===== config.mk =====
export PLATFORM = sky130hd
export DESIGN_NAME = alu_issue_ctrl
export DESIGN_NICKNAME = d
export VERILOG_FILES = /design/src/rtl/alu_pkg.sv /design/src/rtl/alu_op_fifo.sv /design/src/rtl/alu_issue_ctrl.sv
export SDC_FILE = /design/constraint.sdc
export NUM_CORES = 1
export LEC_CHECK = 0
export CAP_MARGIN = 20
export CORE_ASPECT_RATIO = 0.75
export CORE_UTILIZATION = 56
export CTS_CLUSTER_SIZE = 8
export DETAILED_ROUTE_END_ITERATION = 10
export PLACE_DENSITY = 0.85
export SYNTH_ARGS = -nofsm -noshare
export SYNTH_HDL_FRONTEND = slang
export SYNTH_SLANG_ARGS = --single-unit

===== constraint.sdc =====
create_clock -name clk -period 4.07 [get_ports clk]
set_clock_uncertainty 0.1 [all_clocks]
set_input_delay 0.407 -clock clk [delete_from_list [all_inputs] [get_ports clk]]
set_output_delay 0.407 -clock clk [all_outputs]
set_load 0.02 [all_outputs]

===== src/rtl/alu_pkg.sv =====
// alu_pkg: shared unit-select codes and issue FSM state encoding
package alu_pkg;
    localparam logic [1:0] UNIT_ARITH = 2'b00;
    localparam logic [1:0] UNIT_LOGIC = 2'b01;
    localparam logic [1:0] UNIT_CMP   = 2'b10;
    localparam logic [1:0] UNIT_SHIFT = 2'b11;
    typedef enum logic [1:0] {IDLE = 2'b00, ISSUE = 2'b01, WAIT = 2'b10} state_t;
endpackage


===== src/rtl/alu_op_fifo.sv =====
// alu_op_fifo: small circular op buffer; a push while full is honoured only alongside a pop
module alu_op_fifo #(
    parameter int W     = 36,
    parameter int DEPTH = 4
) (
    input  logic         clk,
    input  logic         rst,
    input  logic         push,
    input  logic         pop,
    input  logic [W-1:0] din,
    output logic [W-1:0] dout,
    output logic         full,
    output logic         empty
);
    localparam int AW = $clog2(DEPTH);
    logic [W-1:0]  mem_q [DEPTH];
    logic [AW-1:0] wr_ptr_q, wr_ptr_d, rd_ptr_q, rd_ptr_d;
    logic [AW:0]   cnt_q, cnt_d;
    logic          do_push, do_pop;
    assign full    = cnt_q == (AW+1)'(DEPTH);
    assign empty   = cnt_q == '0;
    assign do_pop  = pop && !empty;
    assign do_push = push && (!full || do_pop);
    assign dout    = mem_q[rd_ptr_q];
    // Pointer and occupancy update; pointers wrap naturally at power-of-two depth
    always_comb begin
        wr_ptr_d = do_push ? wr_ptr_q + 1'b1 : wr_ptr_q;
        rd_ptr_d = do_pop ? rd_ptr_q + 1'b1 : rd_ptr_q;
        cnt_d    = cnt_q + (AW+1)'(do_push) - (AW+1)'(do_pop);
    end
    // Control registers; reset empties the buffer by clearing the count
    always_ff @(posedge clk or negedge rst) begin
        if (!rst) begin
            wr_ptr_q <= '0;
            rd_ptr_q <= '0;
            cnt_q    <= '0;
        end else begin
            wr_ptr_q <= wr_ptr_d;
            rd_ptr_q <= rd_ptr_d;
            cnt_q    <= cnt_d;
        end
    end
    // Storage needs no reset since the count gates visibility
    always_ff @(posedge clk) begin
        if (do_push) mem_q[wr_ptr_q] <= din;
    end
endmodule


===== src/rtl/alu_issue_ctrl.sv =====
// alu_issue_ctrl: queues ALU ops, issues each to one unit, and returns its registered result
module alu_issue_ctrl
    import alu_pkg::*;
#(
    parameter int WIDTH = 16,
    parameter int DEPTH = 4
) (
    input  logic             clk,
    input  logic             rst,
    input  logic             in_valid,
    output logic             in_ready,
    input  logic [WIDTH-1:0] in_a,
    input  logic [WIDTH-1:0] in_b,
    input  logic [3:0]       in_fun,
    output logic [WIDTH-1:0] A,
    output logic [WIDTH-1:0] B,
    output logic [1:0]       ALU_FUN,
    output logic             Arith_Enable,
    output logic             Logic_Enable,
    output logic             CMP_Enable,
    output logic             Shift_Enable,
    input  logic [WIDTH-1:0] arith_out,
    input  logic [WIDTH-1:0] logic_out,
    input  logic [WIDTH-1:0] cmp_out,
    input  logic [WIDTH-1:0] shift_out,
    input  logic             arith_flag,
    input  logic             logic_flag,
    input  logic             cmp_flag,
    input  logic             shift_flag,
    output logic             out_valid,
    output logic [WIDTH-1:0] out_result,
    output logic [1:0]       out_unit,
    output logic             err
);
    localparam int PW = 2*WIDTH + 4;
    logic [PW-1:0]    head;
    logic             full, empty, push, pop, sel_flag;
    logic [WIDTH-1:0] sel_out;
    logic [WIDTH-1:0] a_q, a_d, b_q, b_d, out_result_q, out_result_d;
    logic [1:0]       fun_q, fun_d, unit_q, unit_d, out_unit_q, out_unit_d;
    logic [3:0]       en_q, en_d;
    logic             out_valid_q, out_valid_d, err_q, err_d;
    state_t           state_q, state_d;
    assign in_ready = !full;
    assign push     = in_valid && in_ready;
    assign pop      = (state_q == IDLE || state_q == WAIT) && !empty;
    alu_op_fifo #(.W(PW), .DEPTH(DEPTH)) u_fifo (
        .clk   (clk),
        .rst   (rst),
        .push  (push),
        .pop   (pop),
        .din   ({in_a, in_b, in_fun}),
        .dout  (head),
        .full  (full),
        .empty (empty)
    );
    // Route the in-flight unit's result and flag
    always_comb begin
        sel_out  = unit_q == UNIT_ARITH ? arith_out  : unit_q == UNIT_LOGIC ? logic_out  :
                   unit_q == UNIT_CMP   ? cmp_out    : shift_out;
        sel_flag = unit_q == UNIT_ARITH ? arith_flag : unit_q == UNIT_LOGIC ? logic_flag :
                   unit_q == UNIT_CMP   ? cmp_flag   : shift_flag;
    end
    // Next state: pop and load in IDLE/WAIT, one-cycle enable in ISSUE, capture result in WAIT
    always_comb begin
        state_d      = state_q;
        a_d          = a_q;
        b_d          = b_q;
        fun_d        = fun_q;
        unit_d       = unit_q;
        en_d         = 4'b0000;
        out_valid_d  = 1'b0;
        out_result_d = out_result_q;
        out_unit_d   = out_unit_q;
        err_d        = err_q;
        case (state_q)
            IDLE:    state_d = empty ? IDLE : ISSUE;
            ISSUE:   state_d = WAIT;
            WAIT: begin
                state_d      = empty ? IDLE : ISSUE;
                out_valid_d  = sel_flag;
                out_result_d = sel_flag ? sel_out : out_result_q;
                out_unit_d   = sel_flag ? unit_q : out_unit_q;
                err_d        = err_q || !sel_flag;
            end
            default: state_d = IDLE;
        endcase
        if (pop) begin
            a_d    = head[PW-1 -: WIDTH];
            b_d    = head[WIDTH+3 -: WIDTH];
            fun_d  = head[1:0];
            unit_d = head[3:2];
            en_d   = 4'b0001 << head[3:2];
        end
    end
    // State and output registers
    always_ff @(posedge clk or negedge rst) begin
        if (!rst) begin
            state_q      <= IDLE;
            a_q          <= '0;
            b_q          <= '0;
            fun_q        <= '0;
            unit_q       <= '0;
            en_q         <= '0;
            out_valid_q  <= 1'b0;
            out_result_q <= '0;
            out_unit_q   <= '0;
            err_q        <= 1'b0;
        end else begin
            state_q      <= state_d;
            a_q          <= a_d;
            b_q          <= b_d;
            fun_q        <= fun_d;
            unit_q       <= unit_d;
            en_q         <= en_d;
            out_valid_q  <= out_valid_d;
            out_result_q <= out_result_d;
            out_unit_q   <= out_unit_d;
            err_q        <= err_d;
        end
    end
    assign A            = a_q;
    assign B            = b_q;
    assign ALU_FUN      = fun_q;
    assign Arith_Enable = en_q[0];
    assign Logic_Enable = en_q[1];
    assign CMP_Enable   = en_q[2];
    assign Shift_Enable = en_q[3];
    assign out_valid    = out_valid_q;
    assign out_result   = out_result_q;
    assign out_unit     = out_unit_q;
    assign err          = err_q;
endmodule


After elaboration in Yosys (flattened, before gate mapping)
Memories as Yosys holds them, arrays and structs flattened.
Index checks and enable logic that the tools add are counted.
Word-level totals
  bits in registers: 69
  memory bits (writable): 144
  output and inout bits: 59
  word-level logic and storage cells: 51
  memories: 1
Operators by class
  add/subtract/negate cells: 4
  equal/unequal tests: 5
  shift-type cells: 1
  mux-type cells: 12
  reduce and logical (&&, ||, !) cells: 15
Memory list
  u_fifo.mem_q: depth 4, width 36, rd ports 1, clocked after Yosys merged registers in 0, wr ports 1, RTL line alu_op_fifo.sv:16  | logic [W-1:0] mem_q [DEPTH];
Operator list (number)
  $mux 16: 3
  $mux 1: 7
  $add 2x1->2 const B: 2
  $eq 2x1->1 const B: 2
  $eq 2x2->1 const B: 2
  $logic_and 1x1->1: 4
  $logic_not 2->1: 2
  $mux 4: 1
  $pmux 2 s2: 1
  $shl 1x2->4 const A: 1
  $add 3x1->3: 1
  $eq 3x3->1 const B: 1
  $logic_not 1->1: 3
  $logic_not 3->1: 1
  $logic_or 1x1->1: 3
  $sub 3x1->3: 1
  $reduce_and 2->1: 1
  $reduce_or 2->1: 1

Depth between registers and ports, before layout
  depth after elaboration: 8
  mapped depth: 11

By module
From an unflattened synthesis, not the netlist that was laid out.
Second synthesis, totals
  cell total of the unflattened synthesis: 383
  area total of the unflattened synthesis: 8415.6 µm²
By module, submodules not included
  alu_op_fifo: times used 1, cells each 223, area each 5624.1 µm², sequential area each 4499.3 µm²
  alu_issue_ctrl: times used 1, cells each 160, area each 2791.4 µm², sequential area each 1551.5 µm²

Worst setup path after synthesis
OpenSTA, ideal clock, no wires.
  kind: register to register
  start: register u_fifo.cnt_q[1]
  end: register u_fifo.cnt_q[2]
  setup time: 0.125 ns
  arrival time: 2.316 ns
  data required time: 3.845 ns
  setup slack: 1.529 ns
  stages on the path, launching flop included: 12
  path buffers: 2
  period minus slack after synthesis: 2.541 ns
  cell sequence: dfrtp_1 > or3_1 > and2_4 > buf_6 > buf_6 > ha_1 > inv_1 > ha_1 > inv_1 > fa_1 > xnor2_1 > xnor2_1
On the way
  word-level cells in the longest chain between the ends: 8
RTL lines
  start, declared: RTL line alu_op_fifo.sv:18  | logic [AW:0] cnt_q, cnt_d;
  start signal, assigned: RTL line alu_op_fifo.sv:40  | cnt_q <= cnt_d;
  $logic_not 3->1 *: RTL line alu_op_fifo.sv:21  | assign empty = cnt_q == '0;
  $logic_not 1->1 *: RTL line alu_issue_ctrl.sv:46  | assign pop = (state_q == IDLE || state_q == WAIT) && !empty;
  $logic_and 1x1->1 *: RTL line alu_issue_ctrl.sv:46
  named net pop: RTL line alu_issue_ctrl.sv:37  | logic full, empty, push, pop, sel_flag;
  $logic_and 1x1->1 *: RTL line alu_op_fifo.sv:22  | assign do_pop = pop && !empty;
  $logic_or 1x1->1: RTL line alu_op_fifo.sv:23  | assign do_push = push && (!full || do_pop);
  $logic_and 1x1->1: RTL line alu_op_fifo.sv:23
  $add 3x1->3: RTL line alu_op_fifo.sv:29  | cnt_d = cnt_q + (AW+1)'(do_push) - (AW+1)'(do_pop);
  $sub 3x1->3 *: RTL line alu_op_fifo.sv:29
  named net u_fifo.cnt_d[2]: RTL line alu_op_fifo.sv:18
The timed path passes the listed nets; every way through them passes the cells marked *.
A chain may end at the register's enable or synchronous reset.

Worst setup path after layout
  start: register u_fifo.cnt_q[1]
  end: register u_fifo.cnt_q[2]
On the way
  word-level cells in the longest chain between the ends: 8
RTL lines (RTL line)
  $logic_not 3->1: alu_op_fifo.sv:21
  $logic_not 1->1: alu_op_fifo.sv:22, alu_issue_ctrl.sv:46
  $logic_and 1x1->1: alu_issue_ctrl.sv:46
  $logic_and 1x1->1: alu_op_fifo.sv:22
  $logic_or 1x1->1: alu_op_fifo.sv:23
  $logic_and 1x1->1: alu_op_fifo.sv:23
  $add 3x1->3: alu_op_fifo.sv:29
  $sub 3x1->3 *: alu_op_fifo.sv:29
  named net u_fifo.cnt_d[2]: alu_op_fifo.sv:18
Marks and branches as above.

==> key figures <==
Logic synthesis
  • Synthesized flop and latch total: 213
  • Area leader, netlist: edfxtp_1
  • Main synth FF type: edfxtp_1
  • Post-synthesis sequential area ratio: around 71%
  • Post-synth EDFFs: between 100 and 150
  • Most common library cells after synthesis: edfxtp_1 (144), dfrtp_1 (69), mux4_2 (45)
  • Syn Area/Cell: 22.5 um2
  • Post-Syn Nets: 494
  • Syn. warnings: 0
  • Area contributors post-synth: edfxtp_1 (51%), dfrtp_1 (20%), mux4_2 (12%)
  • Mapped Cells: between 300 and 400
  • Share of the synthesized area in the top cell type: 50.5%
  • Post-synth cell types: 32
  • Synthesized cell area: ~8600 um2
  • Most common cell in the synthesized netlist: edfxtp_1
  • Ys async rst share: about a third

STA
  • Fin. max-slew vios: 0
  • Setup slack after layout: roughly 1.3 ns
  • TNS Setup: 0 ns
  • Min Tclk post-route: roughly 2.8 ns
  • RSZ-0062 raised after global routing: no
  • Crit share post-route: between 60% and 70%
  • Worst slew pin tran: 0.985 ns
  • F_max: 361 MHz
  • Final setup viols: 0
  • Final hold vios: 0
  • Worst slew margin: 34.3%

Floorplan
  • Die Wd: 145 um
  • Die area: around 16,000 um2
  • Std-Cell Core Area: 14,700 um2
  • I/O Pins: between 150 and 200
  • Starting density of the core: between 50% and 60%
  • Cell Rows: 38
  • Die Span Y: 109 um

CTS
  • CTS tree: built
  • Worst-path clk slew: 0.05 ns
  • Later-pin clock latency in the skew report: 0.51 ns
  • Sink Count: roughly 210
  • Root Driver: clkbuf_16
  • Post-CTS sizing: 0
  • CTS Buffer Depth: 3
  • CTS buffer count: 30
  • # H-tree levels: 1

Worst setup path
  • Crit. End Element: flip-flop
  • CP max FO: 43
  • Crit path largest cell delay: 0.43 ns
  • R2R setup slack: 1.30 ns
  • Worst Path Buf+Inv: 2
  • CP required: 4.41 ns
  • Slowest CP cell: dfrtp_1
  • Crit path kind: flip-flop to flip-flop
  • Critical Path Source Type: flip-flop
  • Critical path's top delay family: adder cells
  • FF-to-FF path depth: 9
  • Reg2Reg Capture Point: u_fifo.cnt_q[2]$_DFF_PN0_
  • Critical path cell sequence: or3_1 -> and2_4 -> ha_1 -> inv_1 -> ha_1 -> inv_1 -> fa_1 -> xnor2_1 -> xnor2_1
  • Critical Path AT: 3.11 ns
  • RR Startpoint: u_fifo.cnt_q[1]$_DFF_PN0_

Final layout
  • Layout cells sized above 1: 24.9%
  • Fin cells: 787
  • P&R area growth vs syn: 30.7%
  • Final Util: 76.2%
  • Final #Nets: 677
  • Antenna cells: 0

Global routing
  • GR Overflow Total: 0
  • Pin count of the biggest net entering global routing: 70
  • GRT Util Overall: ~23%
  • Initial antenna violation count: 0
  • First-pass GRT wire length: 26,100 um
  • Vias in the first global route: 4,699

Placed design
  • GP Congestion: roughly 0.7
  • Pre-CTS setup slack: 1.33 ns
  • DPL Wire Length: 10,500 um
  • Post-placement cell count: between 700 and 800
  • PortBufs: about 170

Worst hold path
  • Hold path start: err$_DFFE_PN0N_
  • WHS Path Cells: 1
  • Hold Path End: err$_DFFE_PN0N_
  • Min-delay worst type: flip-flop to flip-flop

Pwr
  • Peak supply drop: 0.407 mV
  • Leakage: 4.13 nW
  • PwrDens: between 800 and 900 nW/um2
  • Total Power: 0.00899 W

Route
  • Remaining DRCs: 0
  • Final Routed Wirelength: ~17,000 um
  • Vias: roughly 4,300
  • ANT nets after route: 0
  • Drt via density: 5.45
  • Avg WL per Cell: 21.7 um
  • Detailed-router iteration count before antenna repair: 4
  • Drt initial violations: 266

Flow run
  • MaxCap Viol Count: 0

Outcome
  • Status: finished, final reports clean
[sequential cells by signal (all words and copies together), names as in the netlist, 3 cells and up]
name	count
en_q	4
out_result	16
u_fifo.cnt_q	3
u_fifo.mem_q	144
B	16
A	16
[layer usage]
| metal | up-vias | wire length (um) | global-route usage (%) | part of all wire, % |
|---|---|---|---|---|
| met3 | 25 | 769 | 4.22 | 4.5 |
| met1 | 2221 | 6630 | 28.6 | 39 |
| met5 | - | 0 | 0 | 0 |
| met2 | 141 | 9420 | 40.6 | 55 |
| met4 | 0 | 283 | 6.24 | 1.7 |
| li1 | 1906 | - | - | - |
[cell families (layout without fill, tap and decap cells)]
| logic type | after synthesis | after routing | share of synthesized area [%] |
|---|---|---|---|
| buffers and inverters | 25 | 232 | 2.43 |
| DFF | 213 | 213 | 70.7 |
| adders and majority gates | 7 | 7 | 1.11 |
| xor gates and xnor gates | 5 | 5 | 0.512 |
| muxes | 109 | 109 | 23.5 |
| and+or+nand+nor | 16 | 16 | 1.24 |
| AOI/OAI and AO/OA | 5 | 5 | 0.541 |
[area by class of cell]
type | instances | area (um2)
clock inverter | 1 | 5.00
tap | 200 | 250
timing repair buffer | 169 | 1680
clock buffer | 55 | 866
fill | 781 | 3500
inverter | 7 | 26.3
sequential | 213 | 6050
multi-input combinational | 142 | 2310
[how the worst max path moves through the flow]
stage	from	to	slack (ns)	cells after the start
finish	u_fifo.cnt_q[1]$_DFF_PN0_	u_fifo.cnt_q[2]$_DFF_PN0_	1.30	9
global route	u_fifo.cnt_q[1]$_DFF_PN0_	u_fifo.cnt_q[2]$_DFF_PN0_	1.15	9
CTS	u_fifo.cnt_q[1]$_DFF_PN0_	u_fifo.cnt_q[2]$_DFF_PN0_	1.29	9
detailed placement	in_valid	u_fifo.mem_q[2][14]$_DFFE_PP_	1.33	3
global placement	u_fifo.cnt_q[1]$_DFF_PN0_	u_fifo.cnt_q[2]$_DFF_PN0_	1.42	9
floorplan	u_fifo.cnt_q[1]$_DFF_PN0_	u_fifo.cnt_q[2]$_DFF_PN0_	1.53	11
[worst reg2reg max path: cells and delay by family (launching register included)]
kind	cells	cell delay, ns
flops	1	0.43
buf+inv	2	0.13
xor+xnor	2	0.32
simple gates	2	0.80
fa+ha+maj	3	0.92
[metrics by stage]
step | area (um2) | hold WS [ns]
final | 11200 | 0.379
after global routing | 11200 | 0.400
after CTS | 11200 | 0.383
after detailed placement | 10300 | 0.369
after global placement | 10300 | 0.348
after floorplan | 8560 | 0.0114
[placed cells by master, fill, tap and decap left out, drive strengths merged]
master and n:
mux2i 2, nand3b 2, or3b 1, dlygate4sd3 1, and2 5, xnor2 4, or3 1, buf 4
edfxtp 144, nor2 2, nor3b 1, mux2 55, inv 7, xor2 1, and3b 2, dfrtp 69
o22ai 1, o21ai 2, a21boi 1, clkinv 1, fa 1, clkbuf 55, ha 6, mux4 52
clkdlybuf4s50 164, a31o 1, and3 1, nand2 1
[power breakdown]
group          leakage, nW  internal, W  switching (W)
sequential            2.13      0.00302       0.000473
clock                0.414      0.00141       0.000837
combinational         1.58      0.00188        0.00138
[repair_timing]
action | CTS | global route
buffers inserted | 0 | 0
hold buffers | 1 | 0
hold endpoints to repair | 69 | 0
Power figures use the tool's default switching activity.
